$ cat src/rtl/quad_encoder_gen_pkg.sv
// ---------------------------------------------------------------------------
// quad_gen_pkg
// Shared constants for the quadrature encoder emulator.
//   ST_IDLE / ST_RUN       : FSM state codes
//   DIR_FWD / DIR_REV      : stored direction bit (FWD = A leads B)
//   PHASE_AB_TABLE         : phase index -> {A,B} mapping, 2 bits per phase
//   phase_to_ab()          : table lookup helper
// ---------------------------------------------------------------------------
package quad_gen_pkg;

    localparam logic [0:0] ST_IDLE = 1'b0;
    localparam logic [0:0] ST_RUN  = 1'b1;

    localparam logic DIR_FWD = 1'b0;
    localparam logic DIR_REV = 1'b1;

    // Gray sequence: phase 0=00, 1=10, 2=11, 3=01 (packed, phase 0 in LSBs)
    localparam logic [7:0] PHASE_AB_TABLE = 8'b01_11_10_00;

    function automatic logic [1:0] phase_to_ab(input logic [1:0] ph);
        return PHASE_AB_TABLE[{ph, 1'b0} +: 2];
    endfunction

endpackage

$ cat src/rtl/quad_encoder_gen_tick_divider.sv
// ---------------------------------------------------------------------------
// tick_divider
// Loadable down-counter producing a one-cycle tick every (reload+1) enabled
// clocks.
//   clk, reset : clock, synchronous active-high reset
//   load       : capture load_val as both the current count and reload value
//   load_val   : count to start from / reload with
//   en         : count enable; tick is only produced while enabled
//   tick       : high in a cycle where the enabled count has reached zero
// ---------------------------------------------------------------------------
module tick_divider #(
    parameter int DIV_W = 16
) (
    input  logic             clk,
    input  logic             reset,
    input  logic             load,
    input  logic [DIV_W-1:0] load_val,
    input  logic             en,
    output logic             tick
);

    logic [DIV_W-1:0] cnt_q, cnt_d;
    logic [DIV_W-1:0] reload_q, reload_d;

    assign tick = en && (cnt_q == '0);

    always_comb begin
        cnt_d    = cnt_q;
        reload_d = reload_q;
        if (load) begin
            cnt_d    = load_val;
            reload_d = load_val;
        end else if (en) begin
            cnt_d = (cnt_q == '0) ? reload_q : cnt_q - DIV_W'(1);
        end
    end

    always_ff @(posedge clk) begin
        if (reset) begin
            cnt_q    <= '0;
            reload_q <= '0;
        end else begin
            cnt_q    <= cnt_d;
            reload_q <= reload_d;
        end
    end

endmodule

$ cat src/rtl/quad_encoder_gen.sv
// ---------------------------------------------------------------------------
// quad_encoder_gen
// Quadrature A/B encoder emulator. Accepts signed step commands over a
// valid/ready handshake and emits one Gray-coded edge every cmd_period clocks.
//   clk, reset        : clock, synchronous active-high reset
//   cmd_valid/ready   : command handshake (ready only in IDLE, not in reset)
//   cmd_steps         : signed edge count, sign selects direction
//   cmd_period        : clocks per edge, 0 treated as 1
//   abort             : cancel the running command (no done pulse)
//   enc_a, enc_b      : registered quadrature outputs
//   busy              : command in progress
//   done              : one-cycle pulse on normal completion
//   position          : signed net edges emitted since reset (wrapping)
// ---------------------------------------------------------------------------
module quad_encoder_gen
    import quad_gen_pkg::*;
#(
    parameter int STEP_W = 8,
    parameter int DIV_W  = 16,
    parameter int POS_W  = 16
) (
    input  logic              clk,
    input  logic              reset,
    input  logic              cmd_valid,
    output logic              cmd_ready,
    input  logic [STEP_W-1:0] cmd_steps,
    input  logic [DIV_W-1:0]  cmd_period,
    input  logic              abort,
    output logic              enc_a,
    output logic              enc_b,
    output logic              busy,
    output logic              done,
    output logic [POS_W-1:0]  position
);

    logic [0:0]        state_q, state_d;
    logic [1:0]        phase_q, phase_d;
    logic [1:0]        ab_q, ab_d;
    logic [POS_W-1:0]  pos_q, pos_d;
    logic [STEP_W-1:0] rem_q, rem_d;
    logic              dir_q, dir_d;
    logic              done_q, done_d;

    logic              accept;
    logic              steps_neg;
    logic [STEP_W-1:0] steps_abs;
    logic [DIV_W-1:0]  reload_val;
    logic              div_en;
    logic              tick;

    assign cmd_ready = (state_q == ST_IDLE) && !reset;
    assign accept    = cmd_valid && cmd_ready;

    // Magnitude is kept unsigned so the most negative command (-2^(W-1))
    // maps to 2^(W-1) edges rather than overflowing.
    assign steps_neg = cmd_steps[STEP_W-1];
    assign steps_abs = steps_neg ? (~cmd_steps + STEP_W'(1)) : cmd_steps;

    // Reload is P-1 with P = max(cmd_period, 1).
    assign reload_val = (cmd_period == '0) ? '0 : cmd_period - DIV_W'(1);

    // Abort masks the divider enable so a coinciding tick never lands.
    assign div_en = (state_q == ST_RUN) && !abort;

    tick_divider #(
        .DIV_W (DIV_W)
    ) u_tick_divider (
        .clk      (clk),
        .reset    (reset),
        .load     (accept),
        .load_val (reload_val),
        .en       (div_en),
        .tick     (tick)
    );

    always_comb begin
        state_d = state_q;
        phase_d = phase_q;
        pos_d   = pos_q;
        rem_d   = rem_q;
        dir_d   = dir_q;
        done_d  = 1'b0;

        if (state_q == ST_IDLE) begin
            if (accept) begin
                dir_d = steps_neg ? DIR_REV : DIR_FWD;
                rem_d = steps_abs;
                if (steps_abs == '0) begin
                    done_d = 1'b1;
                end else begin
                    state_d = ST_RUN;
                end
            end
        end else begin
            if (abort) begin
                state_d = ST_IDLE;
            end else if (tick) begin
                if (dir_q == DIR_FWD) begin
                    phase_d = phase_q + 2'd1;
                    pos_d   = pos_q + POS_W'(1);
                end else begin
                    phase_d = phase_q - 2'd1;
                    pos_d   = pos_q - POS_W'(1);
                end
                rem_d = rem_q - STEP_W'(1);
                if (rem_q == STEP_W'(1)) begin
                    state_d = ST_IDLE;
                    done_d  = 1'b1;
                end
            end
        end

        // A/B come straight from a flop so the pins cannot glitch.
        ab_d = phase_to_ab(phase_d);
    end

    always_ff @(posedge clk) begin
        if (reset) begin
            state_q <= ST_IDLE;
            phase_q <= 2'd0;
            ab_q    <= 2'b00;
            pos_q   <= '0;
            rem_q   <= '0;
            dir_q   <= DIR_FWD;
            done_q  <= 1'b0;
        end else begin
            state_q <= state_d;
            phase_q <= phase_d;
            ab_q    <= ab_d;
            pos_q   <= pos_d;
            rem_q   <= rem_d;
            dir_q   <= dir_d;
            done_q  <= done_d;
        end
    end

    assign enc_a    = ab_q[1];
    assign enc_b    = ab_q[0];
    assign busy     = (state_q == ST_RUN);
    assign done     = done_q;
    assign position = pos_q;

endmodule
$ cat config.mk
export PLATFORM = sky130hd
export DESIGN_NAME = quad_encoder_gen
export DESIGN_NICKNAME = d
export VERILOG_FILES = /design/src/rtl/quad_encoder_gen_pkg.sv /design/src/rtl/quad_encoder_gen_tick_divider.sv /design/src/rtl/quad_encoder_gen.sv
export SDC_FILE = /design/constraint.sdc
export NUM_CORES = 1
export LEC_CHECK = 0
export BUFFER_PORTS_ARGS = -buffer_cell sky130_fd_sc_hd__buf_2
export CAP_MARGIN = 15
export CORE_MARGIN = 10
export CORE_UTILIZATION = 26
export CTS_CLUSTER_SIZE = 40
export DETAILED_ROUTE_END_ITERATION = 12
export HOLD_SLACK_MARGIN = 0.15
export PLACE_DENSITY = 0.52
export SLEW_MARGIN = 20
export SYNTH_ARGS = -nofsm -noshare
export SYNTH_HDL_FRONTEND = slang
export SYNTH_HIERARCHICAL = 1
export SYNTH_SLANG_ARGS = --single-unit
$ cat constraint.sdc
create_clock -name clk -period 5.4 [get_ports clk]
set_input_delay 0 -clock clk [delete_from_list [all_inputs] [get_ports clk]]
set_output_delay 0 -clock clk [all_outputs]
set_load 0.005 [all_outputs]
==> metrics.cfg, run 1 <==
[outcome]
status = finished, final reports clean

[min_path]
holdPathEnd = u_tick_divider/reload_q[15]
worstHoldPathCells = 5
min_path_type = input pin to flip-flop
min-delay-start = cmd_period[15]

[setup_path]
worst-path-max-fanout = 17
crit_type = flip-flop to flip-flop
crit_path_top_delay_cell = and2_1
cp_cell_sequence = inv_1 -> ha_1 -> or4b_4 -> nor4_1 -> and2_1 -> and2_1 -> nor2_1 -> a211oi_1 -> a21oi_1 -> nor2_1
timing.rr.start = u_tick_divider/cnt_q[0]
worstPathArrival_ns = 3.44
cp-end-kind = flip-flop
reg2reg_slack_ns = 2.23
reg2reg_to = rem_q[1]
worstPathRequired_ns = 5.67
reg2regPathDepth = 10
cp-start-kind = flip-flop
cpPeakStageDelay_ns = 0.62

[logic_synthesis]
ys_async_sr_fraction = 0
ys_top_cells_by_area = dfxtp_1, ha_1, a21oi_1
syn_avg_cell_area_um2 = 7.92
ys_seq_area_frac = 0.277
synth.most_common_cell = dfxtp_1
synth_area_leader_cell = dfxtp_1
synth-edff-count = 0
synth_top_area_frac = 0.277
syn_area_um2 = 4480
ys_seq_elements = 62
synth_ff_type = dfxtp_1
yosysWarnings = 6
synth_nets = 615
syn_inst = 565
synthDistinctLibCells = 63
synth_common_cells = dfxtp_1, nor2_1, a21oi_1

[clocking]
htreeDepth = 3
clkTransAtPathRegs_ns = 0.05
cts_tree = built
ctsLongestPathBuffers = 2
clock-sinks = 62
postCtsSetupBuffers = 0
root_buffer = clkbuf_16
clock_latency_ns = 0.34
cts_buffers = 9

[grt]
track_usage = 0.107
antenna_found_initial = 0
grt_max_degree = 73
grt_pass1_vias = 4145
grt-ovfl-total = 0
grt_pass1_wl_mm = 20.3

[cells_and_area]
stdcell_count = 824
synthToLayoutAreaGrowth_pct = 16.5
layout-drive-gt1-share = 0.149
multiInputGateArea_um2 = 3000
nFillCells = 1808
utilization = 0.312
antennaDiodeCount = 0
seq_area_um2 = 1240
fin_nets = 649

[placed_design]
hpwl_mm = 8.74
portBuffers = 48
placedCellCount = 803
place_congestion = 0.855
dp_slack_ns = 2.27

[detailed_routing]
ant_nets = 0
drt_iter0_drc = 174
dr.pass1.iters = 4
drc = 0
drt-vias-per-instance = 5.13
wirelength_mm = 12.1
vias = 4223
routedWlPerCell_um = 14.7

[timing]
final_hold_viol_count = 0
finalSetupViolCount = 0
timing.fmax_mhz = 315
period_needed_ns = 3.17
slew_headroom = 0.416
tightestPinTransition_ns = 0.875
finalCritPeriodShare = 0.587
slew_viol_final = 0
setup-tns-final_ns = 0
fin_hold_ws_ns = 0.152
rsz0062_at_grt = false
finalWorstSetupSlack_ns = 2.23
finalClockSkew_ns = 0.00919

[power]
leakage_nw = 2.06
irDropWorstVdd_mv = 0.168
p_per_area_nw_per_um2 = 273

[job]
max_cap_viol_count = 0

[die]
die_x_um = 151
coreArea_um2 = 16700
dieArea_um2 = 22900
rows = 47
io_pins = 49
die_h_um = 151
start_util = 0.268

-- layout by cell type (no fill, tap or decap), drive strengths merged, types with 4 or more instances in the layout --
cell	n
nand3b	8
nor3	29
and2	8
or4	8
nor4	12
mux2i	19
xnor2	19
ha	21
buf	51
a31oi	7
nand2	45
nor2	60
nand4	5
o211ai	6
nand2b	12
nor3b	5
xor2	12
nor2b	6
o32ai	4
o22ai	9
o31ai	7
o21ai	22
a22oi	9
a21o	10
dlygate4sd3	5
clkbuf	10
dfxtp	62
a21oi	49
or3	10
inv	15
a211oi	11
nand3	7
-- worst max-delay path, delay by kind of cell (launching register included) --
family                   cells  cell delay (ns)
adder cells (fa/ha/maj)      1             0.18
flip-flops                   1             0.33
AO/OA/AOI/OAI                2             0.33
buffers and inverters        1             0.11
AND/OR/NAND/NOR              6             2.15
-- cells by family after synthesis --
family          share of synthesized area
buf+inv                            0.0520
compound gates                      0.223
xor+xnor                           0.0607
flops                               0.277
mux                                0.0450
simple gates                        0.279
fa+ha+maj                          0.0632
-- metal layers --
metal | vias to the layer above | wire (um) | track usage
li1 | 2142 | - | -
met1 | 1989 | 5670 | 0.132
met2 | 82 | 5650 | 0.176
met3 | 10 | 613 | 0.0304
met4 | 0 | 170 | 0.0361
met5 | - | 0 | 0
-- sequential cells by signal (all words and copies together), names as in the netlist --
| name | count |
|---|---|
| u_tick_divider/reload_q | 16 |
| done | 1 |
| dir_q | 1 |
| busy | 1 |
| ab_q | 2 |
| u_tick_divider/cnt_q | 16 |
| rem_q | 8 |
| position | 16 |
| phase_q | 1 |
-- power breakdown --
part           internal, W  switching (W)
Sequential        0.000479      0.0000296
Clock             0.000415       0.000220
Combinational     0.000119       0.000161
Total              0.00101       0.000411
-- repair_timing --
action / 4_1_cts / 5_1_grt
hold buffers: 5 / 0
gates resized for setup: 0 / 0
endpoints found under the hold margin: 6 / 0
-- area by class of cell --
cell class / instances / share of cell area
inverter: 15 / 0.0108
clock inverter: 6 / 0.0163
multi-input combinational: 455 / 0.576
sequential: 62 / 0.238
timing repair buffer: 56 / 0.0600
clock buffer: 10 / 0.0458
tap: 220 / 0.0528
-- how the worst max path moves through the flow --
stage / startpoint / to
CTS: u_tick_divider/cnt_q[0] / rem_q[1]
detailed placement: u_tick_divider/cnt_q[0] / rem_q[1]
finish: u_tick_divider/cnt_q[0] / rem_q[1]
global route: u_tick_divider/cnt_q[0] / rem_q[1]
floorplan: u_tick_divider/cnt_q[0] / position[15]
global placement: u_tick_divider/cnt_q[0] / rem_q[1]
-- stage by stage --
step	area (um2)	total power, W
5_1_grt	5210	0.00150
4_1_cts	5210	0.00144
3_3_place_gp	4840	0.000790
2_1_floorplan	4480	0.000728
3_5_place_dp	4840	0.000793
6_report	5210	0.00142
No activity file was read; power rests on OpenSTA's default activity.
==> inputs of run 2 (changes only) <==
clock period = 3.1 ns   (was 5.4 ns; I/O delays follow)
==> run 2 against run 1 <==
Final area increased by 1.5%. Utilization up 0.47 points. Sequential power increased by 72%. Die area unchanged. Combinational power is 83% higher. Fmax up 15%. Total power rose by 75%. Global-route usage up 0.24 points. Sequential share of layout area down 0.35 points. Clock skew shrank 0.00059 ns. Non-clock buffer count increased by 10. Flip-flop and latch count is the same. Critical endpoint is now position[15]. Largest cell class unchanged. Largest power group unchanged.
==> metrics.cfg, run 2 (synthesized netlist as in run 1, its figures left out) <==
[power]
combPwrFrac = 0.206
intPower_w = 0.00177
swShare = 0.286
clkPwrFrac = 0.441
irDropWorstVdd_mv = 0.297
switching_power_w = 0.000711
seq_power_share = 0.352
p_per_area_nw_per_um2 = 470
power_w = 0.00249
leakage_nw = 2.11

[detailed_routing]
drt_iter0_drc = 258
top_layer = met4
met3_length_um = 580
ant_nets = 0
met1_length_mm = 5.62
routedWlPerCell_um = 14.9
drc = 0
vias = 4289
wl_met2_mm = 6.04
drt-vias-per-instance = 5.14
wirelength_mm = 12.5
dr.pass1.iters = 4

[min_path]
min-delay-start = cmd_period[11]
min_path_type = input pin to flip-flop
worstHoldPathCells = 5
holdPathEnd = u_tick_divider/reload_q[11]

[clocking]
clock_latency_ns = 0.34
clkTransAtPathRegs_ns = 0.06
ctsLongestPathBuffers = 2
cts_tree = built
cts_buffers = 9
root_buffer = clkbuf_16
clock-sinks = 62
htreeDepth = 3
postCtsSetupBuffers = 0

[placed_design]
portBuffers = 48
hpwl_mm = 9.22
placedCellCount = 811
place_congestion = 0.872

[cells_and_area]
layout-drive-gt1-share = 0.158
stdcell_count = 834
layout_commonest_cell = dfxtp_1
fin_nets = 659
antennaDiodeCount = 0
final_cell_mix = dfxtp_1, nor2_1, a21oi_1, buf_2, nand2_1
nFillCells = 1829
synthToLayoutAreaGrowth_pct = 18.2
multiInputGateArea_um2 = 3010
seq_area_um2 = 1240

[timing]
finalSetupViolCount = 0
final_hold_viol_count = 0
timing.fmax_mhz = 361
period_needed_ns = 2.77
finalClockSkew_ns = 0.00859
rsz0062_at_grt = false
slew_viol_final = 0
tightestPinTransition_ns = 0.748
slew_headroom = 0.499
finalCritPeriodShare = 0.893
setup-tns-final_ns = 0

[die]
die_x_um = 151
io_pins = 49
rows = 47
coreArea_um2 = 16700
die_h_um = 151
dieArea_um2 = 22900
start_util = 0.268

[setup_path]
reg2reg_to = position[15]
critPathBufInv = 1
worst-path-max-fanout = 11
reg2regPathDepth = 10
reg2reg_slack_ns = 0.33
cp_cell_sequence = inv_1 -> ha_1 -> or4b_4 -> nor4_2 -> and2_1 -> nand2_2 -> nor3b_1 -> nand4_1 -> a31o_1 -> a21oi_1
cpPeakStageDelay_ns = 0.50
crit_family = simple AND/OR/NAND/NOR gates
crit_type = flip-flop to flip-flop
cp-end-kind = flip-flop
cp-startpoint = u_tick_divider/cnt_q[0]
cp-start-kind = flip-flop
cp.depth = 10
timing.rr.start = u_tick_divider/cnt_q[0]
crit_path_top_delay_cell = or4b_4
worstPathArrival_ns = 3.03
worstPathRequired_ns = 3.37

[grt]
grt_pass1_wl_mm = 20.5
grt-ovfl-total = 0
grt_max_degree = 73
track_usage = 0.110
antenna_found_initial = 0
grt_pass1_vias = 4191

[job]
max_cap_viol_count = 0

[outcome]
status = finished, final reports clean

## run 2: cell count changes in the layout (fill, tap and decap cells not counted), sizes merged
cell,previous run,this run
buf,51,59
clkinvlp,2,0
clkbuf,10,12
dlygate4sd3,5,7
## run 2: layout make-up
type	instances	area share
flip-flops and latches	62	0.235
clock buffers	12	0.0466
repair buffers	66	0.0742
clock inverters	4	0.0132
well taps	220	0.0520
inverters	15	0.0106
multi-input cells	455	0.569
## run 2: power groups by stage
stage | clock (W) | combinational, W | sequential (W)
3_5_place_dp | 0 | 0.000499 | 0.000892
3_3_place_gp | 0 | 0.000491 | 0.000890
5_1_grt | 0.00116 | 0.000575 | 0.000881
2_1_floorplan | 0 | 0.000390 | 0.000877
4_1_cts | 0.00112 | 0.000508 | 0.000875
6_report | 0.00110 | 0.000513 | 0.000876
## run 2: through the flow
stage | hold slack [ns] | instance area, um2 | utilization | setup WS, ns
after global routing | 0.199 | 5290 | 0.317 | 0.0329
after global placement | 0.242 | 4900 | 0.293 | 0.370
after floorplan | 0.0316 | 4480 | - | 0.728
after detailed placement | 0.246 | 4900 | 0.293 | 0.257
after CTS | 0.168 | 5290 | 0.316 | 0.246
final | 0.166 | 5290 | 0.317 | 0.333
## run 2: worst reg2reg max path: cells and delay by family, from the launching register on
| family | cells | cell delay [ns] |
|---|---|---|
| compound gates | 2 | 0.36 |
| fa+ha+maj | 1 | 0.18 |
| buf+inv | 1 | 0.11 |
| flops | 1 | 0.33 |
| simple gates | 6 | 1.74 |
## run 2: worst max path at each step
stage	end	slack, ns
2_1_floorplan	position[15]	0.73
3_3_place_gp	position[15]	0.37
3_5_place_dp	position[15]	0.26
4_1_cts	position[15]	0.25
5_1_grt	position[15]	0.03
6_report	position[15]	0.33
## run 2: per-layer routing
metal  track usage  vias up
li1              -     2157
met2         0.188       87
met1         0.129     2026
met3        0.0286       19
met4        0.0395        0
met5             0        -
## run 2: timing repair
action | 4_1_cts | 5_1_grt
hold buffers | 7 | 0
endpoints found under the setup margin | 0 | 3
gates resized for setup | 0 | 1
hold endpoints to repair | 8 | 0
